[config.mk]
export PLATFORM = sky130hd
export DESIGN_NAME = vga_bounce_sprite_flat
export DESIGN_NICKNAME = d
export VERILOG_FILES = /design/src/rtl/vga_bounce_sprite_if.sv /design/src/rtl/vga_bounce_sprite.sv /design/src/flat_wrapper.sv
export SDC_FILE = /design/constraint.sdc
export NUM_CORES = 1
export LEC_CHECK = 0
export CORE_ASPECT_RATIO = 0.8
export CORE_MARGIN = 2
export CORE_UTILIZATION = 44
export CTS_CLUSTER_DIAMETER = 50
export DETAILED_ROUTE_END_ITERATION = 10
export HOLD_SLACK_MARGIN = 0.15
export SETUP_SLACK_MARGIN = 0.4
export SKIP_LAST_GASP = 1
export SLEW_MARGIN = 15
export SYNTH_ARGS = -nofsm -noshare
export SYNTH_HDL_FRONTEND = slang
export SYNTH_SLANG_ARGS = --single-unit
export TNS_END_PERCENT = 100
[constraint.sdc]
create_clock -name CLK -period 5.3 [get_ports CLK]
set_clock_uncertainty 0.05 [all_clocks]
set_input_delay 0.53 -clock CLK [delete_from_list [all_inputs] [get_ports CLK]]
set_output_delay 0.53 -clock CLK [all_outputs]
set_load 0.005 [all_outputs]
[src/rtl/vga_bounce_sprite_if.sv]
// vga_bounce_sprite_if
// Pixel-stream bundle between the VGA timing stage and the sprite colour stage.
//   XPOS/YPOS     current pixel column / line from the timing stage
//   DISP_ACTIVE   visible-region flag
//   HSYNC_IN/VSYNC_IN  raw syncs from the timing stage
//   HSYNC/VSYNC   syncs re-registered alongside the colour
//   Ro/Go/Bo      registered 4-bit colour channels
// master: the timing side (drives position/syncs, receives colour)
// slave : the colour stage
interface vga_bounce_sprite_if;
  logic [11:0] XPOS;
  logic [11:0] YPOS;
  logic        DISP_ACTIVE;
  logic        HSYNC_IN;
  logic        VSYNC_IN;
  logic        HSYNC;
  logic        VSYNC;
  logic [3:0]  Ro;
  logic [3:0]  Go;
  logic [3:0]  Bo;

  modport master (
    output XPOS, YPOS, DISP_ACTIVE, HSYNC_IN, VSYNC_IN,
    input  HSYNC, VSYNC, Ro, Go, Bo
  );

  modport slave (
    input  XPOS, YPOS, DISP_ACTIVE, HSYNC_IN, VSYNC_IN,
    output HSYNC, VSYNC, Ro, Go, Bo
  );
endinterface

[src/rtl/vga_bounce_sprite.sv]
// vga_bounce_sprite
// Draws one solid rectangle on black, moved once per frame with edge bounces.
// Colour and syncs are registered together so they leave with 1 CLK latency.
// Ports:
//   CLK, RST   clock, synchronous active-high reset
//   H_VIS/V_VIS visible width/height of the current mode
//   PAUSE      freezes motion (drawing continues)
//   BOUNCES    wrapping 8-bit count of bounce events
//   vid        pixel-stream bundle (slave side)
// Optional build macro VGA_BOUNCE_BORDER_EN: white 1-pixel frame around the
// visible area, drawn on top of the sprite.
module vga_bounce_sprite #(
  parameter int BOX_W   = 40,
  parameter int BOX_H   = 40,
  parameter int STEP    = 2,
  parameter int START_X = 100,
  parameter int START_Y = 60
) (
  input  logic        CLK,
  input  logic        RST,
  input  logic [11:0] H_VIS,
  input  logic [11:0] V_VIS,
  input  logic        PAUSE,
  output logic [7:0]  BOUNCES,
  vga_bounce_sprite_if.slave vid
);

  localparam logic [11:0] STEP_V  = 12'(STEP);
  localparam logic [11:0] BOX_W_V = 12'(BOX_W);
  localparam logic [11:0] BOX_H_V = 12'(BOX_H);

  typedef enum logic [1:0] {IDLE, MOVE_X, MOVE_Y, COMMIT} state_t;

  typedef struct packed {
    logic [11:0] pos;
    logic        neg;
    logic        bnc;
  } axis_t;

  // One axis of motion. A sprite already past the far edge (after a mode
  // shrink) is clamped back as a bounce even while moving towards the origin.
  function automatic axis_t move_axis(input logic [11:0] pos, input logic neg,
                                      input logic [11:0] vis, input logic [11:0] box);
    axis_t       res;
    logic [12:0] far_edge;
    far_edge = {1'b0, pos} + {1'b0, box};
    res.pos  = pos;
    res.neg  = neg;
    res.bnc  = 1'b0;
    if (!neg) begin
      if (far_edge + {1'b0, STEP_V} > {1'b0, vis}) begin
        res.pos = vis - box;
        res.neg = 1'b1;
        res.bnc = 1'b1;
      end else begin
        res.pos = pos + STEP_V;
      end
    end else begin
      if (far_edge > {1'b0, vis}) begin
        res.pos = vis - box;
        res.bnc = 1'b1;
      end else if (pos < STEP_V) begin
        res.pos = 12'd0;
        res.neg = 1'b0;
        res.bnc = 1'b1;
      end else begin
        res.pos = pos - STEP_V;
      end
    end
    return res;
  endfunction

  // Colour index {R,G,B} walk on each bounce.
  function automatic logic [2:0] next_colour(input logic [2:0] c);
    logic [2:0] n;
    case (c)
      3'b100:  n = 3'b010;
      3'b010:  n = 3'b001;
      3'b001:  n = 3'b110;
      3'b110:  n = 3'b011;
      3'b011:  n = 3'b101;
      3'b101:  n = 3'b111;
      3'b111:  n = 3'b100;
      default: n = 3'b100;
    endcase
    return n;
  endfunction

  state_t      state_r;
  logic [11:0] x_r, y_r, nx_r, ny_r, prev_y_r;
  logic        dx_neg_r, dy_neg_r, xb_r, yb_r;
  logic [2:0]  colour_r;
  logic [7:0]  bounces_r;
  logic        hsync_r, vsync_r;
  logic [3:0]  r_r, g_r, b_r;

  logic        hit_s, tick_s;
  logic [3:0]  r_s, g_s, b_s;
  axis_t       mv_x_s, mv_y_s;

  // 13-bit sums so X+BOX_W cannot wrap near the 12-bit limit.
  assign hit_s = vid.DISP_ACTIVE
               && ({1'b0, vid.XPOS} >= {1'b0, x_r})
               && ({1'b0, vid.XPOS} <  ({1'b0, x_r} + {1'b0, BOX_W_V}))
               && ({1'b0, vid.YPOS} >= {1'b0, y_r})
               && ({1'b0, vid.YPOS} <  ({1'b0, y_r} + {1'b0, BOX_H_V}));

  // Entering vertical blanking; independent of sync polarity.
  assign tick_s = (prev_y_r < V_VIS) && (vid.YPOS >= V_VIS);

`ifdef VGA_BOUNCE_BORDER_EN
  logic border_s;
  assign border_s = vid.DISP_ACTIVE
                  && ((vid.XPOS == 12'd0) || (vid.XPOS == H_VIS - 12'd1)
                   || (vid.YPOS == 12'd0) || (vid.YPOS == V_VIS - 12'd1));
`endif

  // Next-step positions for the axis currently being processed.
  always_comb begin
    mv_x_s = move_axis(nx_r, dx_neg_r, H_VIS, BOX_W_V);
    mv_y_s = move_axis(ny_r, dy_neg_r, V_VIS, BOX_H_V);
  end

  // Pixel colour selection ahead of the output registers.
  always_comb begin
    r_s = 4'h0;
    g_s = 4'h0;
    b_s = 4'h0;
`ifdef VGA_BOUNCE_BORDER_EN
    if (border_s) begin
      r_s = 4'hF;
      g_s = 4'hF;
      b_s = 4'hF;
    end else if (hit_s) begin
      r_s = {4{colour_r[2]}};
      g_s = {4{colour_r[1]}};
      b_s = {4{colour_r[0]}};
    end else begin
      r_s = 4'h0;
      g_s = 4'h0;
      b_s = 4'h0;
    end
`else
    if (hit_s) begin
      r_s = {4{colour_r[2]}};
      g_s = {4{colour_r[1]}};
      b_s = {4{colour_r[0]}};
    end else begin
      r_s = 4'h0;
      g_s = 4'h0;
      b_s = 4'h0;
    end
`endif
  end

  // Motion FSM: working copy NX/NY is only written back in COMMIT, so a
  // reset mid-update leaves no partial position.
  always_ff @(posedge CLK) begin
    if (RST) begin
      state_r   <= IDLE;
      x_r       <= 12'(START_X);
      y_r       <= 12'(START_Y);
      nx_r      <= 12'(START_X);
      ny_r      <= 12'(START_Y);
      dx_neg_r  <= 1'b0;
      dy_neg_r  <= 1'b0;
      xb_r      <= 1'b0;
      yb_r      <= 1'b0;
      colour_r  <= 3'b100;
      bounces_r <= 8'd0;
      prev_y_r  <= 12'd0;
    end else begin
      prev_y_r <= vid.YPOS;
      case (state_r)
        IDLE: begin
          if (tick_s && !PAUSE) begin
            nx_r    <= x_r;
            ny_r    <= y_r;
            xb_r    <= 1'b0;
            yb_r    <= 1'b0;
            state_r <= MOVE_X;
          end else begin
            state_r <= IDLE;
          end
        end
        MOVE_X: begin
          nx_r     <= mv_x_s.pos;
          dx_neg_r <= mv_x_s.neg;
          xb_r     <= mv_x_s.bnc;
          state_r  <= MOVE_Y;
        end
        MOVE_Y: begin
          ny_r     <= mv_y_s.pos;
          dy_neg_r <= mv_y_s.neg;
          yb_r     <= mv_y_s.bnc;
          state_r  <= COMMIT;
        end
        COMMIT: begin
          x_r <= nx_r;
          y_r <= ny_r;
          if (xb_r || yb_r) begin
            colour_r  <= next_colour(colour_r);
            bounces_r <= bounces_r + 8'd1;
          end else begin
            colour_r  <= colour_r;
            bounces_r <= bounces_r;
          end
          state_r <= IDLE;
        end
        default: state_r <= IDLE;
      endcase
    end
  end

  // Output registers: colour and syncs leave on the same edge.
  always_ff @(posedge CLK) begin
    if (RST) begin
      hsync_r <= 1'b0;
      vsync_r <= 1'b0;
      r_r     <= 4'h0;
      g_r     <= 4'h0;
      b_r     <= 4'h0;
    end else begin
      hsync_r <= vid.HSYNC_IN;
      vsync_r <= vid.VSYNC_IN;
      r_r     <= r_s;
      g_r     <= g_s;
      b_r     <= b_s;
    end
  end

  assign vid.HSYNC = hsync_r;
  assign vid.VSYNC = vsync_r;
  assign vid.Ro    = r_r;
  assign vid.Go    = g_r;
  assign vid.Bo    = b_r;
  assign BOUNCES   = bounces_r;

endmodule

[src/flat_wrapper.sv]
// flat-port wrapper written by rule: the top's interface ports become plain ports
module vga_bounce_sprite_flat 
#(
  parameter int BOX_W   = 40,
  parameter int BOX_H   = 40,
  parameter int STEP    = 2,
  parameter int START_X = 100,
  parameter int START_Y = 60
)
  (CLK, RST, H_VIS, V_VIS, PAUSE, BOUNCES, vid_XPOS, vid_YPOS, vid_DISP_ACTIVE, vid_HSYNC_IN, vid_VSYNC_IN, vid_HSYNC, vid_VSYNC, vid_Ro, vid_Go, vid_Bo);
  vga_bounce_sprite_if vid_i ();
  input  logic CLK;
  input  logic RST;
  input  logic [11:0] H_VIS;
  input  logic [11:0] V_VIS;
  input  logic PAUSE;
  output logic [7:0] BOUNCES;
  input wire logic [$bits(vid_i.XPOS)-1:0] vid_XPOS;
  input wire logic [$bits(vid_i.YPOS)-1:0] vid_YPOS;
  input wire logic [$bits(vid_i.DISP_ACTIVE)-1:0] vid_DISP_ACTIVE;
  input wire logic [$bits(vid_i.HSYNC_IN)-1:0] vid_HSYNC_IN;
  input wire logic [$bits(vid_i.VSYNC_IN)-1:0] vid_VSYNC_IN;
  output wire logic [$bits(vid_i.HSYNC)-1:0] vid_HSYNC;
  output wire logic [$bits(vid_i.VSYNC)-1:0] vid_VSYNC;
  output wire logic [$bits(vid_i.Ro)-1:0] vid_Ro;
  output wire logic [$bits(vid_i.Go)-1:0] vid_Go;
  output wire logic [$bits(vid_i.Bo)-1:0] vid_Bo;
  assign vid_i.XPOS = vid_XPOS;
  assign vid_i.YPOS = vid_YPOS;
  assign vid_i.DISP_ACTIVE = vid_DISP_ACTIVE;
  assign vid_i.HSYNC_IN = vid_HSYNC_IN;
  assign vid_i.VSYNC_IN = vid_VSYNC_IN;
  assign vid_HSYNC = vid_i.HSYNC;
  assign vid_VSYNC = vid_i.VSYNC;
  assign vid_Ro = vid_i.Ro;
  assign vid_Go = vid_i.Go;
  assign vid_Bo = vid_i.Bo;
  vga_bounce_sprite #(.BOX_W(BOX_W), .BOX_H(BOX_H), .STEP(STEP), .START_X(START_X), .START_Y(START_Y)) u_core (.CLK(CLK), .RST(RST), .H_VIS(H_VIS), .V_VIS(V_VIS), .PAUSE(PAUSE), .BOUNCES(BOUNCES), .vid(vid_i));
endmodule
======== Yosys cells after proc, flatten, opt, wreduce, memory -nomap -nowiden ========
Index checks and enable logic that the tools add are counted.
operators by class
  add/subtract/negate cells ............... 13
  multipliers ............................. 0
  div/mod/pow operators ................... 0
  magnitude comparators ................... 12
  eq/ne operators ......................... 10
  shifts and indexed selects .............. 0
  multiplexer cells ....................... 26
  bitwise gates (word level) .............. 1
  reduce and logical (&&, ||, !) cells .... 15
operator list
  operator               count
  $mux 12                8
  $add 12x6->13 const B  4
  $gt 13x12->1           4
  $pmux 12 s2            2
  $ge 12x12->1           3
  $mux 14                2
  $add 13x2->13 const B  2
  $lt 12x13->1           2
  $add 12x2->12 const B  2
  $lt 12x2->1 const B    2
  $sub 12x2->12 const B  2
  $sub 12x6->12 const B  2
  $pmux 3 s6             1
  $lt 12x12->1           1
  $eq 3x3->1 const B     3
  $add 8x1->8 const B    1
  $mux 2                 4
  $pmux 2 s4             1
  $eq 3x2->1 const B     2
  $logic_and 1x1->1      6
  $mux 1                 6
  $reduce_and 2->1       3
  $eq 2x2->1 const B     2
  $pmux 1 s2             2
  9 further kinds        10
storage, ports and cells
  flip-flop bits (word level) ............. 82
  bits in latches ......................... 0
  memory bits (writable) .................. 0
  memory bits (read-only) ................. 0
  input bits .............................. 54
  output and inout port bits .............. 22
  logic and storage cells ................. 94
  memories kept ........................... 0

======== Depth between registers and ports, before layout ========
  depth after elaboration ................. 7
  gate-level depth with buffers ........... 18
  gate-level depth less buffers ........... 16

======== Least setup slack after synthesis ========
Ideal clock, no wire load.
  path type ............................... register to register
  start point ............................. reg u_core.nx_r[4]
  end point ............................... reg u_core.nx_r[8]
  setup time .............................. 0.096 ns
  arrival ................................. 3.712 ns
  data required time ...................... 5.154 ns
  path slack .............................. 1.442 ns
  cell stages (with the launch flop) ...... 18
  buffers on the path ..................... 2
  period minus slack after synthesis ...... 3.858 ns
  cell sequence ........................... dfxtp_1 ha_1 o21ai_0 xnor2_1 nand3_2 nor3_1 xnor2_1 ha_1 a21o_1 a21oi_1 nor3b_1 a21oi_1 or3_1 buf_4 buf_6 nor3_2 a211oi_1 o41ai_2
on the way
  longest elaborated chain between the ends .. 6
  elaborated cells on any way between the ends .. 12
  those cells by class .................... add/sub: 4; order compare: 3; mux: 5
ends and longest elaborated chain
  element                 RTL line                  source
  from (decl)             vga_bounce_sprite.sv:90   logic [11:0] x_r, y_r, nx_r, ny_r, prev_y_r;
  from (signal assigned)  vga_bounce_sprite.sv:163  nx_r <= 12'(START_X);
  from (signal assigned)  vga_bounce_sprite.sv:177  nx_r <= x_r;
  from (signal assigned)  vga_bounce_sprite.sv:187  nx_r <= mv_x_s.pos;
  $add 12x6->13           vga_bounce_sprite.sv:46   far_edge = {1'b0, pos} + {1'b0, box};
  $add 13x2->13           vga_bounce_sprite.sv:51   if (far_edge + {1'b0, STEP_V} > {1'b0, vis}) begin
  $gt 13x12->1            vga_bounce_sprite.sv:51
  $mux 12                 vga_bounce_sprite.sv:51
  $mux 14 (*)             vga_bounce_sprite.sv:50   if (!neg) begin
  $pmux 12 s2 (*)         vga_bounce_sprite.sv:174  case (state_r)
Every way passes the cells marked *; elsewhere a longest branch is shown, timed or not.
A chain may end at the register's enable or synchronous reset.

======== Worst setup path after layout ========
  start point ............................. reg u_core.nx_r[3]
  end point ............................... reg u_core.nx_r[6]
The elaborated chain is that of the path after synthesis.

==> results.env <==
CTS.REPAIR_TIMING.SETUP_BUFFER_COUNT=0
SETUP.WORST_PATH.START_CLASS='flip-flop'
PLACE_CONGESTION=0.866
RUN_STATUS='completed'
TIMING_WORST_SETUP_PATH_TYPE='flip-flop to flip-flop'
IO_BUFFERS=75
CTS_HTREE_LEVELS=3
ROUTE.ANTENNA.REMAINING_NETS=0
VDD.IR_DROP.WORST_mV=0.109
POST_SYNTH_INST_COUNT=1036
TIGHTESTPINTRANSITION_NS=0.932
REPORT.FINAL.SLEW_VIOL_COUNT=0
SYNTH_WARNINGS=0
NUMCLOCKSINKS=82
VIAS=7498
POWER_SWITCHING_uW=504
INITIAL_ANTENNA_VIOLATION_COUNT=0
POWER_PER_CELL_AREA_nW_PER_UM2=180
GLOBAL_ROUTE.OVERFLOW_TOTAL=0
DR.PASS1.ITERS=5
HP-CLASS='flip-flop to flip-flop'
SYNTH_SEQ_CELLS=82
FINAL-HOLD-VIOLATION-COUNT=0
NUMBER_OF_DESIGN_RULE_VIOLATIONS_LEFT_BY_THE_FIRST_DETAILED_ROUTER_ITERATION=592
SETUP_VIOL_COUNT_FINAL=0
COREAREA_UM2=18300
FLOORPLAN.INITIALDENSITY_PCT=45.3
CLK_PIN_SLEW_NS=0.06
PLACEMENTROWS=44
GRT_PASS1_WL_MM=37.5
DIODES=0
ASYNC_S_R_FF_SHARE_SYNTH_PCT=0
REMAINING_DRC_ERRORS=0
POWER_REPORT.INTERNAL_TOTAL_mW=1.19
STATIC-LEAKAGE-POWER_nW=3.84
CRITICAL_PATH_REQUIRED_NS=5.48
FLOORPLAN.DIE_AREA_UM2=19900
DRIVE_GT1_SHARE_PCT=4.55
DETAIL_ROUTE.WIRELENGTH_MM=23.2
VIAS_PER_CELL=5.63
WORST_EP_ARRIVAL_TIME_NS=4.71
AVGSYNTHCELLAREA_UM2=7.99
P_CLK_SHARE_PCT=38.8
GRT.TOTAL_USAGE_PCT=23.8
NUM_IO_PINS=76
SEQ_AREA_FRAC_SYNTH_PCT=19.8
POWER.SHARE.SWITCHING_PCT=29.8
CTS_HOLD_BUF=0
SYNTHTOLAYOUTAREAGROWTH_PCT=13.9
MAPPEDNETLISTAREA_UM2=8270
CP_MAX_FO=14
POST_DRT_WL_PER_CELL_UM=17.4
MET1WIRELENGTH_MM=12.7
DIE_HEIGHT_UM=127
SYNTH_NETS=1220
POWER.SHARE.COMBINATIONAL_PCT=22.6
TIMING.HOLD.WS_NS=0.426
RELATIVE_CONTRIBUTION_OF_SEQUENTIAL_CELLS_TO_TOTAL_POWER_PCT=38.6
DOMINANTREGCELLSYNTH='sky130_fd_sc_hd__dfxtp_1'
CLOCK_TREE_FROM_TRITONCTS='built'
CTS_BUFFERS=9
HIGHEST_SIGNAL_LAYER_IN_THE_ROUTED_DESIGN='met4'
POST-DP-HPWL_MM=18.1
POST_SYNTH_EDFFS=0
TIMING.CRITICAL_PATH.TO_TYPE='flip-flop'
YS_TYPES=81
CLKLATENCYLATEPIN_NS=0.35
CTS_BUFFER_DEPTH=2
FINAL_MIN_PERIOD_OVER_CLOCK_PERIOD_PCT=85.5
NNETSFINAL=1257
POST-PLACE-CELLS=1315
RSZ0062_AT_GRT='no'
FINAL_CELL_COUNT_NO_FILL=1331
FMAX_GHz=0.221
DIE_WIDTH_UM=157
ROUTE.MET2.WL_MM=8.35
TIMING.SLEW.HEADROOM_PCT=37.3
GRT_START_MAX_NET_PINS=71
CAP_VIOL_MAX_COUNT=0
POST_ROUTE_SETUP_TNS_NS=0
GRT_PASS1_VIAS=6974
FINAL.MIN_CLOCK_PERIOD_NS=4.53
CLOCKROOTBUFFER='sky130_fd_sc_hd__clkbuf_16'
MET3_WL_MM=1.92
## cell usage in the layout, fill, tap and decap left out, types with 18 or more instances in the layout
cell type and instances:
sky130_fd_sc_hd__mux2i_1 26, sky130_fd_sc_hd__a21oi_1 64, sky130_fd_sc_hd__xnor2_1 60, sky130_fd_sc_hd__clkdlybuf4s50_1 74, sky130_fd_sc_hd__nor3_1 25, sky130_fd_sc_hd__xor2_1 29
sky130_fd_sc_hd__nand3_1 38, sky130_fd_sc_hd__ha_1 130, sky130_fd_sc_hd__o211ai_1 20, sky130_fd_sc_hd__nor2_1 95, sky130_fd_sc_hd__nor2b_1 20, sky130_fd_sc_hd__nand2_1 64
sky130_fd_sc_hd__a211oi_1 18, sky130_fd_sc_hd__o21ai_0 42, sky130_fd_sc_hd__dfxtp_1 82, sky130_fd_sc_hd__inv_1 78
## through the flow
stage / utilization [%] / instance area, um2 / total power [mW] / setup slack (ns)
5_1_grt: 51.6 / 9420 / 1.78 / 0.410
6_report: 51.6 / 9420 / 1.69 / 0.769
2_1_floorplan: - / 8270 / 0.909 / 1.44
3_5_place_dp: 49.8 / 9110 / 1.04 / 0.840
4_1_cts: 51.5 / 9420 / 1.69 / 0.772
3_3_place_gp: 49.8 / 9110 / 1.04 / 0.904
## layout make-up
cell class,instances,area [um2]
Clock inverter,4,50.0
Multi-Input combinational cell,816,6040
Tap cell,253,317
Timing Repair Buffer,85,821
Inverter,79,297
Sequential cell,82,1640
Fill cell,1821,8850
Clock buffer,12,256
## flip-flops by register name, indices dropped and copies added, names as in the netlist, 2 cells and up
name,count
u_core.state_r,2
u_core.nx_r,12
u_core.colour_r,3
u_core.BOUNCES,8
u_core.x_r,12
u_core.prev_y_r,12
u_core.ny_r,12
u_core.y_r,12
## final timing paths
| check | start | end | slack (ns) | cells past startpoint |
|---|---|---|---|---|
| worst max-delay path | u_core.nx_r[3]$_SDFFE_PP0P_ | u_core.nx_r[6]$_SDFFE_PP1P_ | 0.77 | 15 |
| worst min-delay path | u_core.xb_r$_SDFFE_PP0P_ | u_core.xb_r$_SDFFE_PP0P_ | 0.43 | 2 |
| worst max register to register | u_core.nx_r[3]$_SDFFE_PP0P_ | u_core.nx_r[6]$_SDFFE_PP1P_ | 0.77 | 15 |
| worst min register to register | u_core.xb_r$_SDFFE_PP0P_ | u_core.xb_r$_SDFFE_PP0P_ | 0.43 | 2 |
## timing repair
action / 4_1_cts / 5_1_grt
hold endpoints to repair: 0 / 0
resized for setup: 0 / 1
setup endpoints to repair: 0 / 4
## cell usage after synthesis (all sizes together), types with 12 or more instances
cell      n  share of area, %
nor3     27               1.8
a21oi    65               4.0
o21ai    44               2.7
xor2     30               3.3
o211ai   20               1.8
nand4    14               1.1
o31ai    12               1.1
nand3    40               2.5
nor2b    20               1.5
nand2    64               2.9
nor2     95               4.3
a211oi   18               1.6
inv      78               3.5
ha      130                20
mux2i    26               3.1
dfxtp    82                20
clkbuf   32               1.5
xnor2    61               6.5
buf      27               2.2
## cell families (layout without fill, tap and decap cells)
logic type               after synthesis  count (layout)  share of synthesized area, %
AO/OA/AOI/OAI                        246             246                          20.2
XOR/XNOR                              91              91                          9.81
adder cells (fa/ha/maj)              130             130                          19.7
buffers and inverters                138             180                          7.26
flip-flops                            82              82                          19.8
multiplexers                          28              28                          3.42
AND/OR/NAND/NOR                      321             321                          19.8
## worst max-delay path, cell delays in order, from the launching register on
cell and delay (ns):
sky130_fd_sc_hd__dfxtp_1 0.52, sky130_fd_sc_hd__ha_1 0.37, sky130_fd_sc_hd__o21ai_0 0.15, sky130_fd_sc_hd__xnor2_1 0.43, sky130_fd_sc_hd__nand3_2 0.21, sky130_fd_sc_hd__nor3_1 0.22
sky130_fd_sc_hd__xnor2_1 0.15, sky130_fd_sc_hd__ha_1 0.26, sky130_fd_sc_hd__a21o_1 0.18, sky130_fd_sc_hd__a21oi_1 0.17, sky130_fd_sc_hd__nor3b_1 0.20, sky130_fd_sc_hd__a21oi_1 0.16
sky130_fd_sc_hd__or3_1 0.68, sky130_fd_sc_hd__mux2i_1 0.24, sky130_fd_sc_hd__o211ai_1 0.10, sky130_fd_sc_hd__a221o_1 0.32
## layer usage
metal / vias up / GRT usage [%]
met5: - / 0
met2: 258 / 30.5
li1: 3796 / -
met3: 17 / 5.16
met1: 3427 / 39.4
met4: 0 / 4.22
## power groups by stage
| stage | Sequential (mW) | Combinational [mW] | Clock (mW) |
|---|---|---|---|
| 6_report | 0.653 | 0.383 | 0.656 |
| 5_1_grt | 0.656 | 0.431 | 0.694 |
| 4_1_cts | 0.653 | 0.379 | 0.662 |
| 3_5_place_dp | 0.667 | 0.375 | 0 |
| 3_3_place_gp | 0.666 | 0.376 | 0 |
| 2_1_floorplan | 0.653 | 0.256 | 0 |
(Power assumes the default switching activity.)
==> patch, RTL diff (same flow settings) <==
Make the reset (`RST`) asynchronous in 2 clocked blocks. Comments in the files are not updated.
--- a/src/rtl/vga_bounce_sprite.sv
+++ b/src/rtl/vga_bounce_sprite.sv
@@ -155,7 +155,7 @@
 
   // Motion FSM: working copy NX/NY is only written back in COMMIT, so a
   // reset mid-update leaves no partial position.
-  always_ff @(posedge CLK) begin
+  always_ff @(posedge CLK or posedge RST) begin
     if (RST) begin
       state_r   <= IDLE;
       x_r       <= 12'(START_X);
@@ -213,7 +213,7 @@
   end
 
   // Output registers: colour and syncs leave on the same edge.
-  always_ff @(posedge CLK) begin
+  always_ff @(posedge CLK or posedge RST) begin
     if (RST) begin
       hsync_r <= 1'b0;
       vsync_r <= 1'b0;
Function: differs if RST is asserted again (counterexample within 4 cycles, from zero or initial values and one cycle with RST high); with RST held inactive, the same outputs for 4 cycles.
==> patch against the original RTL <==
Design area is 2.0% higher. Routed wire length down 1.9%. Synthesized cell count is 3.7% lower. Synthesized area rose by 2.4%. Worst setup slack improved by 130 ps. Critical path depth rose by 1. Sequential cell count unchanged. Fmax is 2.9% higher. Highest routed layer unchanged.
Power is not compared: it rests on default switching activity, and its combinational part moved more than twofold at a synthesized area within 25%.
==> patch: results <==
[global_routing]
grtUsageMet3_pct = 3.818
grt_pass1_vias = 6799
grt_pass1_wl_um = 37320
antenna_found_initial = 0
use_met2_pct = 30.84
met1_usage_pct = 37.52
grt_max_degree = 55
gr-usage-all-layers_pct = 22.82

[sta]
worst_slew_pin_slew_ps = 984.2
finalWorstSetupSlack_ps = 894.8
whs_ps = 423.5

[route]
drc = 0
dr.pass1.iters = 5
post_drt_wl_per_cell_um = 17.46
met2_wirelength_um = 8594
wl_met3_um = 1420
vias = 7315
drt_iter0_markers = 641
drt-met1-wl_um = 12600

[placement]
pre_cts_ws_ps = 947.1
dp_hpwl_um = 17830
place.gp.congestion = 0.8982
port_buffers = 75

[worst_hold_path]
min-delay-start = u_core.BOUNCES[7]
min_path_cells = 1
hold_class = flip-flop to flip-flop
min_to = u_core.BOUNCES[7]

[setup_path]
rr_endpoint = u_core.ny_r[7]
crit_path_start = u_core.ny_r[3]
r2r_cells = 16
timing.critical_path.fanout_max = 13

[logic_synthesis]
syn_nets = 1183
synth_compound_area_share_pct = 19.81
synth.distinct_cells = 77
synth-main-ff-cell = dfrtp_1
synth_common_cells = ha_1 (131), inv_1 (78), nand2_1 (72), a21oi_1 (68), dfrtp_1 (67)
async_flop_share_pct = 100.0
synthMuxAreaShare_pct = 3.041
synthTopCellsByArea = dfrtp_1 (20%), ha_1 (19%), xnor2_1 (6.7%)
synth-seq-area-share_pct = 24.44
synth_xor_area_share_pct = 9.996
synth_adder_area_share_pct = 19.34

[clock_network]
cts_root_buffer = clkbuf_16
clk_path_buf_depth = 2

[layout]
drive_gt1_share_pct = 6.029
n_antenna_cell = 0
fillers = 1837

[pwr]
ir_drop_mv = 0.2161

[status]
outcome = complete, no violations
## patch: per-stage QoR
step / area [µm²] / cells
after floorplan: 8474 / 998
after global placement: 9331 / 1287
after detailed placement: 9331 / 1287
after CTS: 9615 / 1303
after global routing: 9615 / 1303
final: 9615 / 1303
## patch: critical path, cell delays in order, from the launching register on
cell and delay, ps:
dfstp_2 650, ha_1 360, xnor2_2 190, and3_1 260, o21ai_1 200, nor3_1 330, xnor2_1 160, ha_1 260
and3_1 180, and3_1 220, o311ai_0 150, a22oi_1 170, nor3_2 200, buf_4 270, mux2i_1 220, o21ai_1 80
a221o_1 330
## patch: layout make-up
type | instances | area (µm²) | share of cell area [%]
flip-flops and latches | 82 | 2071 | 21.54
well taps | 258 | 322.8 | 3.357
multi-input cells | 785 | 5829 | 60.62
clock buffers | 9 | 225.2 | 2.342
repair buffers | 83 | 810.8 | 8.432
clock inverters | 7 | 58.81 | 0.6116
inverters | 79 | 297.8 | 3.097
